[config.mk]
export PLATFORM = sky130hd
export DESIGN_NAME = fetch_ctrl
export DESIGN_NICKNAME = d
export VERILOG_FILES = /design/src/rtl/fetch_pkg.sv /design/src/rtl/fetch_fifo.sv /design/src/rtl/fetch_ctrl.sv
export SDC_FILE = /design/constraint.sdc
export NUM_CORES = 1
export LEC_CHECK = 0
export CAP_MARGIN = 20
export CORE_MARGIN = 10
export CORE_UTILIZATION = 48
export CTS_CLUSTER_DIAMETER = 100
export DETAILED_ROUTE_END_ITERATION = 8
export PLACE_DENSITY_LB_ADDON = 0.15
export SLEW_MARGIN = 20
export SYNTH_ARGS = -nofsm -noshare
export SYNTH_HDL_FRONTEND = slang
export SYNTH_SLANG_ARGS = --single-unit
export TNS_END_PERCENT = 20
[constraint.sdc]
create_clock -name clk -period 5.9 [get_ports clk]
set_input_delay 1.18 -clock clk [delete_from_list [all_inputs] [get_ports clk]]
set_output_delay 1.18 -clock clk [all_outputs]
set_load 0.1 [all_outputs]
[src/rtl/fetch_pkg.sv]
// Shared types and constants for the instruction fetch front end.
package fetch_pkg;

    localparam int          XLEN             = 32;
    localparam logic [31:0] NOP_INSTR        = 32'h0000_0013;
    localparam logic [31:0] DEFAULT_RESET_PC = 32'h0000_0000;

    typedef struct packed {
        logic [XLEN-1:0] pc;
        logic [XLEN-1:0] instr;
    } fetch_entry_t;

endpackage

[src/rtl/fetch_fifo.sv]
// Small power-of-two FIFO of fetch entries; flush wins over push and pop.
module fetch_fifo
    import fetch_pkg::*;
#(
    parameter  int DEPTH = 2,
    localparam int PW    = $clog2(DEPTH),
    localparam int CW    = PW + 1
) (
    input  logic          clk,
    input  logic          reset,
    input  logic          push,
    input  logic          pop,
    input  logic          flush,
    input  fetch_entry_t  wdata,
    output fetch_entry_t  head,
    output logic [CW-1:0] occ
);

    fetch_entry_t  mem [DEPTH];
    logic [PW-1:0] wr_ptr;
    logic [PW-1:0] rd_ptr;
    logic          do_push;
    logic          do_pop;

    assign do_pop  = pop & (occ != '0);
    assign do_push = push & ((occ != CW'(DEPTH)) | do_pop);

    always_ff @(posedge clk or posedge reset) begin
        if (reset) begin
            wr_ptr <= '0;
            rd_ptr <= '0;
            occ    <= '0;
        end else if (flush) begin
            wr_ptr <= '0;
            rd_ptr <= '0;
            occ    <= '0;
        end else begin
            if (do_push)
                wr_ptr <= wr_ptr + PW'(1);
            if (do_pop)
                rd_ptr <= rd_ptr + PW'(1);
            if (do_push && !do_pop)
                occ <= occ + CW'(1);
            else if (do_pop && !do_push)
                occ <= occ - CW'(1);
        end
    end

    // Storage needs no reset: occupancy alone decides what is visible.
    always_ff @(posedge clk) begin
        if (do_push && !flush)
            mem[wr_ptr] <= wdata;
    end

    always_comb begin
        head = '0;
        if (occ != '0)
            head = mem[rd_ptr];
    end

endmodule

[src/rtl/fetch_ctrl.sv]
// Fetch controller: owns the PC, issues one imem read per cycle, queues tagged words.
// Optional FETCH_ALIGN_CHECK_EN: misaligned redirects raise a sticky fault that stops fetch.
module fetch_ctrl
    import fetch_pkg::*;
#(
    parameter  logic [31:0] RESET_PC   = DEFAULT_RESET_PC,
    parameter  int          IMEM_DEPTH = 16,
    parameter  int          QDEPTH     = 2,
    localparam int          AW         = $clog2(IMEM_DEPTH)
) (
    input  logic            clk,
    input  logic            reset,
    input  logic            halt,
    input  logic            redirect_valid,
    input  logic [31:0]     redirect_pc,
    output logic            imem_req,
    output logic [AW-1:0]   imem_addr,
    input  logic [31:0]     imem_rdata,
    output logic            id_valid,
    input  logic            id_ready,
    output logic [31:0]     id_pc,
    output logic [31:0]     id_instr,
    output logic            fault
);

    localparam int CW = $clog2(QDEPTH) + 1;

    logic [31:0]   pc_q;
    logic [31:0]   infl_pc;
    logic          infl;
    logic          epoch;
    logic          infl_epoch;
    logic          fault_q;
    logic          pop;
    logic          push;
    logic          issue;
    logic [CW:0]   demand;
    fetch_entry_t  head;
    fetch_entry_t  wdata;
    logic [CW-1:0] occ;

    assign id_valid = (occ != '0);
    assign pop      = id_valid & id_ready;

    // Slots already claimed by buffered and in-flight words, less the one leaving now.
    assign demand = (CW+1)'(occ) + (CW+1)'(infl) - (CW+1)'(pop);
    assign issue  = !reset && !halt && !redirect_valid && !fault_q
                    && (demand < (CW+1)'(QDEPTH));

    assign imem_req  = issue;
    assign imem_addr = pc_q[AW+1:2];

    // A word from a request made before the last redirect carries a stale epoch.
    assign push        = infl & (infl_epoch == epoch);
    assign wdata.pc    = infl_pc;
    assign wdata.instr = imem_rdata;

    always_ff @(posedge clk or posedge reset) begin
        if (reset) begin
            pc_q       <= RESET_PC;
            infl       <= 1'b0;
            infl_pc    <= '0;
            epoch      <= 1'b0;
            infl_epoch <= 1'b0;
        end else begin
            infl <= issue;
            if (issue) begin
                infl_pc    <= pc_q;
                infl_epoch <= epoch;
            end
            if (redirect_valid) begin
                pc_q  <= {redirect_pc[31:2], 2'b00};
                epoch <= ~epoch;
            end else if (issue) begin
                pc_q <= pc_q + 32'd4;
            end
        end
    end

`ifdef FETCH_ALIGN_CHECK_EN
    always_ff @(posedge clk or posedge reset) begin
        if (reset)
            fault_q <= 1'b0;
        else if (redirect_valid && (redirect_pc[1:0] != 2'b00))
            fault_q <= 1'b1;
    end
`else
    logic unused_low_bits;
    assign unused_low_bits = ^redirect_pc[1:0];
    assign fault_q         = 1'b0;
`endif

    assign fault = fault_q;

    fetch_fifo #(
        .DEPTH (QDEPTH)
    ) u_fifo (
        .clk   (clk),
        .reset (reset),
        .push  (push),
        .pop   (pop),
        .flush (redirect_valid),
        .wdata (wdata),
        .head  (head),
        .occ   (occ)
    );

    assign id_pc    = head.pc;
    assign id_instr = head.instr;

endmodule
==> results of run 1 <==
## routing by layer
metal | part of all wire | vias to the layer above | GRT usage
li1 | - | 2542 | -
met1 | 0.46 | 2533 | 0.2150
met2 | 0.47 | 158 | 0.2353
met3 | 0.065 | 16 | 0.03762
met4 | 0.010 | 0 | 0.06183
met5 | 0 | - | 0
## worst register-to-register path, delay by kind of cell, from the launching register on
kind | cells | cell delay [ns]
AND/OR/NAND/NOR | 6 | 1.04
AO/OA/AOI/OAI | 2 | 0.35
adder cells (fa/ha/maj) | 2 | 0.76
flip-flops | 1 | 0.54
buffers and inverters | 2 | 0.60
## registers in the layout, indices dropped and copies added, names as in the netlist
signal / cells
u_fifo.mem: 124
u_fifo.occ: 2
epoch: 1
infl_epoch: 1
infl: 1
infl_pc: 30
pc_q: 30
u_fifo.wr_ptr: 1
u_fifo.rd_ptr: 1
## cell usage after synthesis (2+ instances only)
library cell,number,area share
nand2_1,132,0.062
edfxtp_1,124,0.46
nor2_1,79,0.037
dfrtp_1,67,0.21
mux2i_1,64,0.080
o21ai_0,22,0.014
clkbuf_1,16,0.0075
buf_2,12,0.0075
buf_4,9,0.0084
nand3_1,9,0.0056
inv_1,8,0.0037
nand4_1,8,0.0062
nor2b_1,8,0.0062
o211ai_1,8,0.0075
a21oi_1,7,0.0044
and3_1,7,0.0055
o311ai_1,7,0.0076
o311ai_0,5,0.0055
xnor2_1,5,0.0055
a31oi_1,4,0.0031
nor3_1,3,0.0019
nor3b_1,3,0.0028
or4_1,3,0.0028
xor2_1,3,0.0033
a221o_1,2,0.0025
a32oi_1,2,0.0022
a41oi_1,2,0.0022
and2_1,2,0.0016
ha_1,2,0.0031
nand2b_1,2,0.0016
nand3_2,2,0.0025
nand3b_1,2,0.0019
## worst paths after layout
| check | startpoint | to | cells past startpoint | slack (ns) |
|---|---|---|---|---|
| min | infl_pc[5] | u_fifo.mem[1][37] | 0 | 0.47 |
| max | id_ready | imem_req | 9 | 1.13 |
| min in group asynchronous | reset | pc_q[13] | 3 | 1.39 |
| max in group asynchronous | reset | u_fifo.rd_ptr | 3 | 3.86 |
| max reg2reg | u_fifo.occ[1] | pc_q[21] | 12 | 2.48 |
| min reg2reg | infl_pc[5] | u_fifo.mem[1][37] | 0 | 0.47 |
## stage by stage
step | setup TNS, ns | total power [mW] | util
after global routing | 0 | 3.426 | 0.6169
final | 0 | 3.297 | 0.6169
after CTS | 0 | 3.321 | 0.6147
after global placement | 0 | 2.181 | 0.5790
after floorplan | -32.30 | 2.036 | -
after detailed placement | 0 | 2.199 | 0.5790
## cells by family after synthesis
family	share of synthesized area
AOI/OAI and AO/OA	0.05205
xor gates and xnor gates	0.008727
adders and majority gates	0.005610
buffers and inverters	0.03007
DFF	0.6726
muxes	0.07979
other	0.0004671
and+or+nand+nor	0.1507
## report_power, final
| part | internal (mW) | switching [mW] | leakage (nW) |
|---|---|---|---|
| logic | 0.166 | 0.367 | 1.47 |
| registers | 1.56 | 0.0841 | 1.96 |
| clock network | 0.655 | 0.468 | 0.290 |
## cell type report
type,count,area [sq um]
Clock buffer,24,514.2
Clock inverter,8,73.82
Fill cell,1283,6307
Inverter,9,33.78
Multi-Input combinational cell,409,2431
Sequential cell,191,5404
Tap cell,220,275.3
Timing Repair Buffer,142,1426
==> impl_results.md, run 1 <==
* Fmax at 209.8 MHz
* Clock Skews at 0.008534 ns
* Design Area, Final at 0.01016 sq mm
* CTS resizes at 0
* Fin. max-slew vios at 0
* CTS Hold Bufs at 0
* Slowest CP cell: clkdlybuf4s50_1
* EDFF count, synth at around 120
* Minimum clock period at 4.766 ns
* Critical path arrival at 3.59 ns
* Worst-Skew Late Latency at 0.43 ns
* Worst min path class: register to register
* Initial Util at 0.4876
* Synth cell types at 50
* Final setup margin at 1.134 ns
* Num rows at 47
* DRT Pass-1 Iters at 5
* Total track usage at 0.1567
* Worst stage delay on the critical path at 0.53 ns
* GPL Wtd Cong at approximately 0.86
* Crit path max fanout at 4
* Final Setup Violations at 0
* Count of placed standard cells including taps at 970
* Worst setup EP type: output pin
* Area delta synth->final at 26.52%
* First-pass GRT wire length at 27.70 mm
* Synth warn at 0
* Post-CTS setup buffer count at 0
* CP startpoint kind: primary input
* Post-synthesis cell count at 647
* Buf/Inv on CP at 3
* Post-synthesis sequential area ratio at 0.6726
* Initial antenna violation count at 0
* Critical Path RT at 4.72 ns
* DR WL/cell at 17.22 microns
* Seq cells post-synth at 191
* CTS clk-pin slew, worst paths at 0.07 ns
* Max IR drop VDD at 0.2057 mV
* DR iter-0 viols at 358
* Die area at 0.02230 sq mm
* Post-Place Setup Slack at between 1 and 1.5 ns
* Critical path cell sequence: clkdlybuf4s50_1, nor2b_1, ha_1, nand2b_1, fa_1, nor4b_2, nand2_2, inv_2, buf_12
* Slew @ Worst Pin at 1.031 ns
* Final Hold Viols at 0
* ANT cells at 0
* Num CTS Buffers at 17
* Power Density at 324.5 mW/mm^2
* WHS at 0.4732 ns
* Antenna viol nets, final at 0
* Commonest non-fill, non-tap cell in the layout: clkdlybuf4s50_1
* Core Area at ~0.016 sq mm
* Via density at between 5 and 6
* Critical path type: primary input to output pin
* Post-Syn Area at 0.008029 sq mm
* # DRC at 0
* LEAKAGE at 3.717 nW
* Largest delay share family, worst path: buffers and inverters
* CTS tree: done
* Root buffer cell: clkbuf_16
* Grt ovf at 0
* Final HPWL DP at approximately 11 mm
* Most frequent cells in the layout: 132 x clkdlybuf4s50_1, 131 x nand2_1, 124 x edfxtp_1
* PortBufs at 134
* Clock sinks at between 150 and 200
* Vias in the first global route at 5,348
* Synth async-reset ratio at 0.3508
* Fin nets at 842
* Status: complete, no violations
* Share of layout cells above drive strength 1 at 0.07024
* Slew headroom at 0.3108
* Final non-filler cell total at 1,003
* Clock buffer depth at 2
* Final WL at between 15 and 20 mm
* Syn Area/Cell at approximately 12 sq um
* RSZ-0062 raised after global routing: false
* Tcrit/Tclk final at 0.8079
* Ports at 140
* Placement Cell Area at between 0.009 and 0.01 sq mm
* Main flop type after synthesis: edfxtp_1
* Largest net degree at the start of global routing at 68
* Die H at about 150 microns
* Htree depth at 4
* Max-cap violation count at 0
* Vias at 5,249
* Die X at 149.3 microns
Note: power is estimated with default switching activity, not from simulation.
==> run 2: changes to the inputs <==
- CORE_UTILIZATION: 48 -> 53
- clock period: 5.9 -> 4.65 ns (I/O delays scaled with it)
==> run 2 against run 1 <==
Against the previous run:
- cell area fell by 0.46%
- first-iteration DRC count fell by 0.84%
- worst hold slack got worse by 0.0016 ns
- register-to-register slack got worse by 1.3 ns
- sequential power rose by 27%
- clock power rose by 29%
- combinational power rose by 26%
- highest routed layer unchanged
==> impl_results.md, run 2 (same netlist as run 1, synthesis figures left out) <==
* Status: complete, no violations
* CP startpoint kind: primary input
* Final Setup Violations at 0
* Critical path type: primary input to output pin
* Clock Skews at ~0.010 ns
* Power Density at around 420 mW/mm^2
* RR Startpoint: u_fifo.occ[1]
* Minimum clock period at 4.282 ns
* CTS tree: done
* Final non-filler cell total at 970
* Area delta synth->final at 25.95%
* Via density at approximately 5.4
* Final total power at 4.208 mW
* ANT cells at 0
* Initial antenna violation count at 0
* Max IR drop VDD at 0.3004 mV
* Worst-Skew Late Latency at 0.43 ns
* Largest net degree at the start of global routing at 64
* Die X at approximately 140 microns
* Crit path max fanout at 4
* Worst r2r path cells at 12
* Clock sinks at approximately 190
* PortBufs at 134
* Worst hold endpoint: u_fifo.mem[0][35]
* CTS resizes at 0
* Power share of the combinational group at 0.160
* Biggest regs: u_fifo.mem x124, infl_pc x30, pc_q x30
* P_sw at 1.195 mW
* Clock buffer depth at 2
* Fin nets at between 800 and 900
* Max reg flops at 124
* Grt ovf at 0
* First-pass GRT wire length at 27.62 mm
* CTS clk-pin slew, worst paths at about 0.070 ns
* Worst min path class: register to register
* Die H at 143.1 microns
* Die area at 0.02047 sq mm
* Vias in the first global route at 5,224
* Slew headroom at 0.2916
* DR iter-0 viols at 355
* Power share of the sequential group at 0.495
* Share of layout cells above drive strength 1 at 0.09288
* Critical Path RT at 3.72 ns
* Commonest non-fill, non-tap cell in the layout: nand2_1
* DRT Pass-1 Iters at 4
* Worst setup EP type: output pin
* Core Area at 0.01470 sq mm
* Filler cell count at 1,078
* P_int at 3.013 mW
* Switching Share at 0.2839
* Num CTS Buffers at 17
* Slew @ Worst Pin at 1.059 ns
* Clk pwr share at 0.345
* Ports at 140
* Vias at 5,283
* Num rows at 44
* Max-cap violation count at 0
* Initial Util at 0.5462
* LEAKAGE at 3.765 nW
* Htree depth at 4
* DR WL/cell at 17.60 microns
* Flop2flop setup slack at 1.22 ns
* # DRC at 0
* Root buffer cell: clkbuf_16
* Register with the most flip-flops: u_fifo.mem
* GPL Wtd Cong at between 0.8 and 0.9
* Origin of the worst min-delay path: infl_pc[3]
* RSZ-0062 raised after global routing: false
* Most frequent cells in the layout: 131 x nand2_1, 124 x edfxtp_1, 119 x clkdlybuf4s50_1
* Final WL at around 17 mm
* Fmax at 233.5 MHz
* Final Hold Viols at 0
* Total track usage at 0.1701
* Post-CTS setup buffer count at 0
* Count of placed standard cells including taps at 938
* Tcrit/Tclk final at 0.9209
* WHS Path Cells at 0
* Critical path arrival at 3.35 ns
* CTS Hold Bufs at 0
* Antenna viol nets, final at 0
* FF-to-FF End: pc_q[10]
* Final HPWL DP at 11.17 mm
* Fin. max-slew vios at 0
## run 2: per-layer routing
metal	track usage	wire, microns	up-vias
met3	0.04643	1072	14
met2	0.2668	7955	193
li1	-	-	2545
met5	0	0	-
met1	0.2276	7918	2531
met4	0.04832	125	0
## run 2: worst max-delay path, stage by stage
cell,delay (ns)
clkdlybuf4s50_1,0.54
nor2b_1,0.23
ha_1,0.25
nand2b_1,0.15
fa_1,0.49
nor4b_2,0.31
nand2_2,0.10
inv_2,0.15
buf_12,0.19
## run 2: area by class of cell
type                            count  area, sq um  share of cell area
Sequential cell                   191         5404              0.5344
Timing Repair Buffer              145         1409              0.1393
Clock buffer                       23        543.0             0.05370
Tap cell                          184        230.2             0.02277
Inverter                            9        33.78            0.003341
Clock inverter                      9        63.81            0.006310
Multi-Input combinational cell    409         2429              0.2402
## run 2: how the worst max path moves through the flow
stage | cells after the start | slack [ns] | start | endpoint
floorplan | 3 | -1.52 | redirect_valid | u_fifo.mem[0][0]
global placement | 12 | 0.36 | id_ready | pc_q[5]
detailed placement | 12 | 0.31 | id_ready | pc_q[10]
CTS | 9 | 0.37 | id_ready | imem_req
global route | 9 | 0.25 | id_ready | imem_req
finish | 9 | 0.37 | id_ready | imem_req
## run 2: power groups by stage
| stage | combinational [mW] | sequential, mW | clock, mW |
|---|---|---|---|
| floorplan | 0.504 | 2.08 | 0 |
| global placement | 0.661 | 2.10 | 0 |
| detailed placement | 0.674 | 2.12 | 0 |
| CTS | 0.679 | 2.08 | 1.47 |
| global route | 0.723 | 2.10 | 1.56 |
| finish | 0.674 | 2.08 | 1.45 |
## run 2: stage by stage
step                  util  worst slack (ns)  area [sq um]  hold slack (ns)  setup TNS, ns
finish              0.6879            0.3676         10110           0.4716              0
global placement    0.6462            0.3601          9498           0.4524              0
floorplan                -            -1.521          8041           0.4419         -94.30
global route        0.6879            0.2537         10110           0.4884              0
CTS                 0.6874            0.3721         10100           0.4739              0
detailed placement  0.6462            0.3096          9498           0.4572              0
==> run 3: changes to the inputs <==
- CTS_BUF_LIST: not set -> sky130_fd_sc_hd__clkbuf_16
==> run 3 against run 2 <==
Against the previous run:
- sequential power about the same
- cell area about the same
- largest cell class unchanged
- critical path type unchanged
- clock-buffer cell count decreased by 2
==> impl_results.md, run 3 (same netlist as run 1, synthesis figures left out) <==
* Largest net degree at the start of global routing at 64
* Initial Util at 0.5462
* Worst stage delay on the critical path at 0.54 ns
* Met2 Use GR at 0.2668
* Critical Path RT at 3.72 ns
* Biggest regs: u_fifo.mem x124, infl_pc x30, pc_q x30
* Num CTS Buffers at 17
* Register with the most flip-flops: u_fifo.mem
* Vias in the first global route at between 5,000 and 6,000
* # DRC at 0
* Slew @ Worst Pin at 1.059 ns
* Final setup margin at 0.3682 ns
* Clock buffer depth at 2
* RR Startpoint: u_fifo.occ[1]
* Final HPWL DP at 11.17 mm
* Final non-filler cell total at slightly below 1,000
* Critical path type: primary input to output pin
* LEAKAGE at 3.763 nW
* Worst r2r path cells at 12
* Root buffer cell: clkbuf_16
* CP startpoint kind: primary input
* PortBufs at ~130
* Ports at 140
* Final total power at 4.188 mW
* Die X at ~140 microns
* Slew headroom at 0.2917
* Max reg flops at around 120
* CTS clk-pin slew, worst paths at around 0.070 ns
* Most frequent cells in the layout: 131 x nand2_1, 124 x edfxtp_1, 119 x clkdlybuf4s50_1
* FF-to-FF End: pc_q[10]
* Critical path arrival at 3.35 ns
* RSZ-0062 raised after global routing: false
* CTS Hold Bufs at 0
* Area delta synth->final at 25.82%
* Share of layout cells above drive strength 1 at 0.09160
* Crit path max fanout at 4
* Status: complete, no violations
* ANT cells at 0
* Commonest non-fill, non-tap cell in the layout: nand2_1
* Die H at 143.1 microns
* Fmax at around 230 MHz
* Slowest CP cell: clkdlybuf4s50_1
* GPL Wtd Cong at just under 0.9
* Worst min path class: register to register
* Critical path cell sequence: clkdlybuf4s50_1, nor2b_1, ha_1, nand2b_1, fa_1, nor4b_2, nand2_2, inv_2, buf_12
* Busiest grt layer: met2
* Via density at approximately 5.5
* Post-CTS setup buffer count at 0
* Final WL at 17.09 mm
* Grt met3 use at 0.04643
* Htree depth at 4
* Met1 Use GR at 0.2276
* Max IR drop VDD at 0.3002 mV
* Vias at 5,290
* Clk pwr share at 0.342
* CTS resizes at 0
* Worst-Skew Late Latency at between 0.4 and 0.5 ns
* Antenna viol nets, final at 0
* Total track usage at 0.1701
* Fin. max-slew vios at 0
* Count of placed standard cells including taps at 938
* Power share of the combinational group at 0.161
* Worst setup EP type: output pin
* Power Density at 414.6 mW/mm^2
* Flop2flop setup slack at approximately 1.2 ns
* Power share of the sequential group at 0.497
* CP startpoint: id_ready
* Die area at 0.02047 sq mm
* Post-Place Setup Slack at around 0.31 ns
* Initial antenna violation count at 0
* Max-cap violation count at 0
* Setup crit end: imem_req
* Final Setup Violations at 0
* Fin nets at 845
* Minimum clock period at between 4 and 5 ns
* Core Area at 0.01470 sq mm
* Grt ovf at 0
* First-pass GRT wire length at 27.62 mm
* TNS Setup at 0 ns
* Num rows at 44
* Tcrit/Tclk final at 0.9208
* Switching Share at 0.2850
* Final Hold Viols at 0
* Clock sinks at 191
* P_sw at approximately 1.2 mW
* DR WL/cell at 17.62 microns
* Clock Skews at 0.01002 ns
* CTS tree: done
* DRT Pass-1 Iters at 5
* P_int at 2.994 mW
* DR iter-0 viols at roughly 360
-- run 3: critical path: cells and delay by family --
| family | cells | cell delay, ns |
|---|---|---|
| simple gates | 4 | 0.79 |
| buf+inv | 3 | 0.88 |
| fa+ha+maj | 2 | 0.74 |
-- run 3: layout make-up --
cell class | count | area [sq um]
Clock buffer | 21 | 525.5
Inverter | 9 | 33.78
Tap cell | 184 | 230.2
Sequential cell | 191 | 5404
Timing Repair Buffer | 145 | 1409
Multi-Input combinational cell | 409 | 2429
Clock inverter | 11 | 71.32
Fill cell | 1079 | 4597
-- run 3: power groups by stage --
| stage | Clock (mW) | Sequential, mW | Combinational (mW) |
|---|---|---|---|
| floorplan | 0 | 2.08 | 0.504 |
| global placement | 0 | 2.10 | 0.661 |
| detailed placement | 0 | 2.12 | 0.674 |
| CTS | 1.45 | 2.08 | 0.679 |
| global route | 1.54 | 2.10 | 0.723 |
| finish | 1.43 | 2.08 | 0.674 |
-- run 3: worst min path at each step --
stage,depth (start not counted),from,to
after floorplan,0,infl_pc[2],u_fifo.mem[0][34]
after global placement,0,infl_pc[13],u_fifo.mem[0][45]
after detailed placement,0,infl_pc[25],u_fifo.mem[0][57]
after CTS,0,infl_pc[3],u_fifo.mem[0][35]
after global routing,0,infl_pc[15],u_fifo.mem[1][47]
final,0,infl_pc[3],u_fifo.mem[0][35]
-- run 3: through the flow --
step / utilization / hold slack, ns / cell area [sq um]
global route: 0.6873 / 0.4892 / 10100
CTS: 0.6868 / 0.4740 / 10090
detailed placement: 0.6462 / 0.4572 / 9498
finish: 0.6873 / 0.4723 / 10100
global placement: 0.6462 / 0.4524 / 9498
floorplan: - / 0.4419 / 8041
-- run 3: metal layers --
metal,vias to the layer above,part of all wire
li1,2545,-
met1,2532,0.46
met2,197,0.46
met3,16,0.064
met4,0,0.0074
met5,-,0
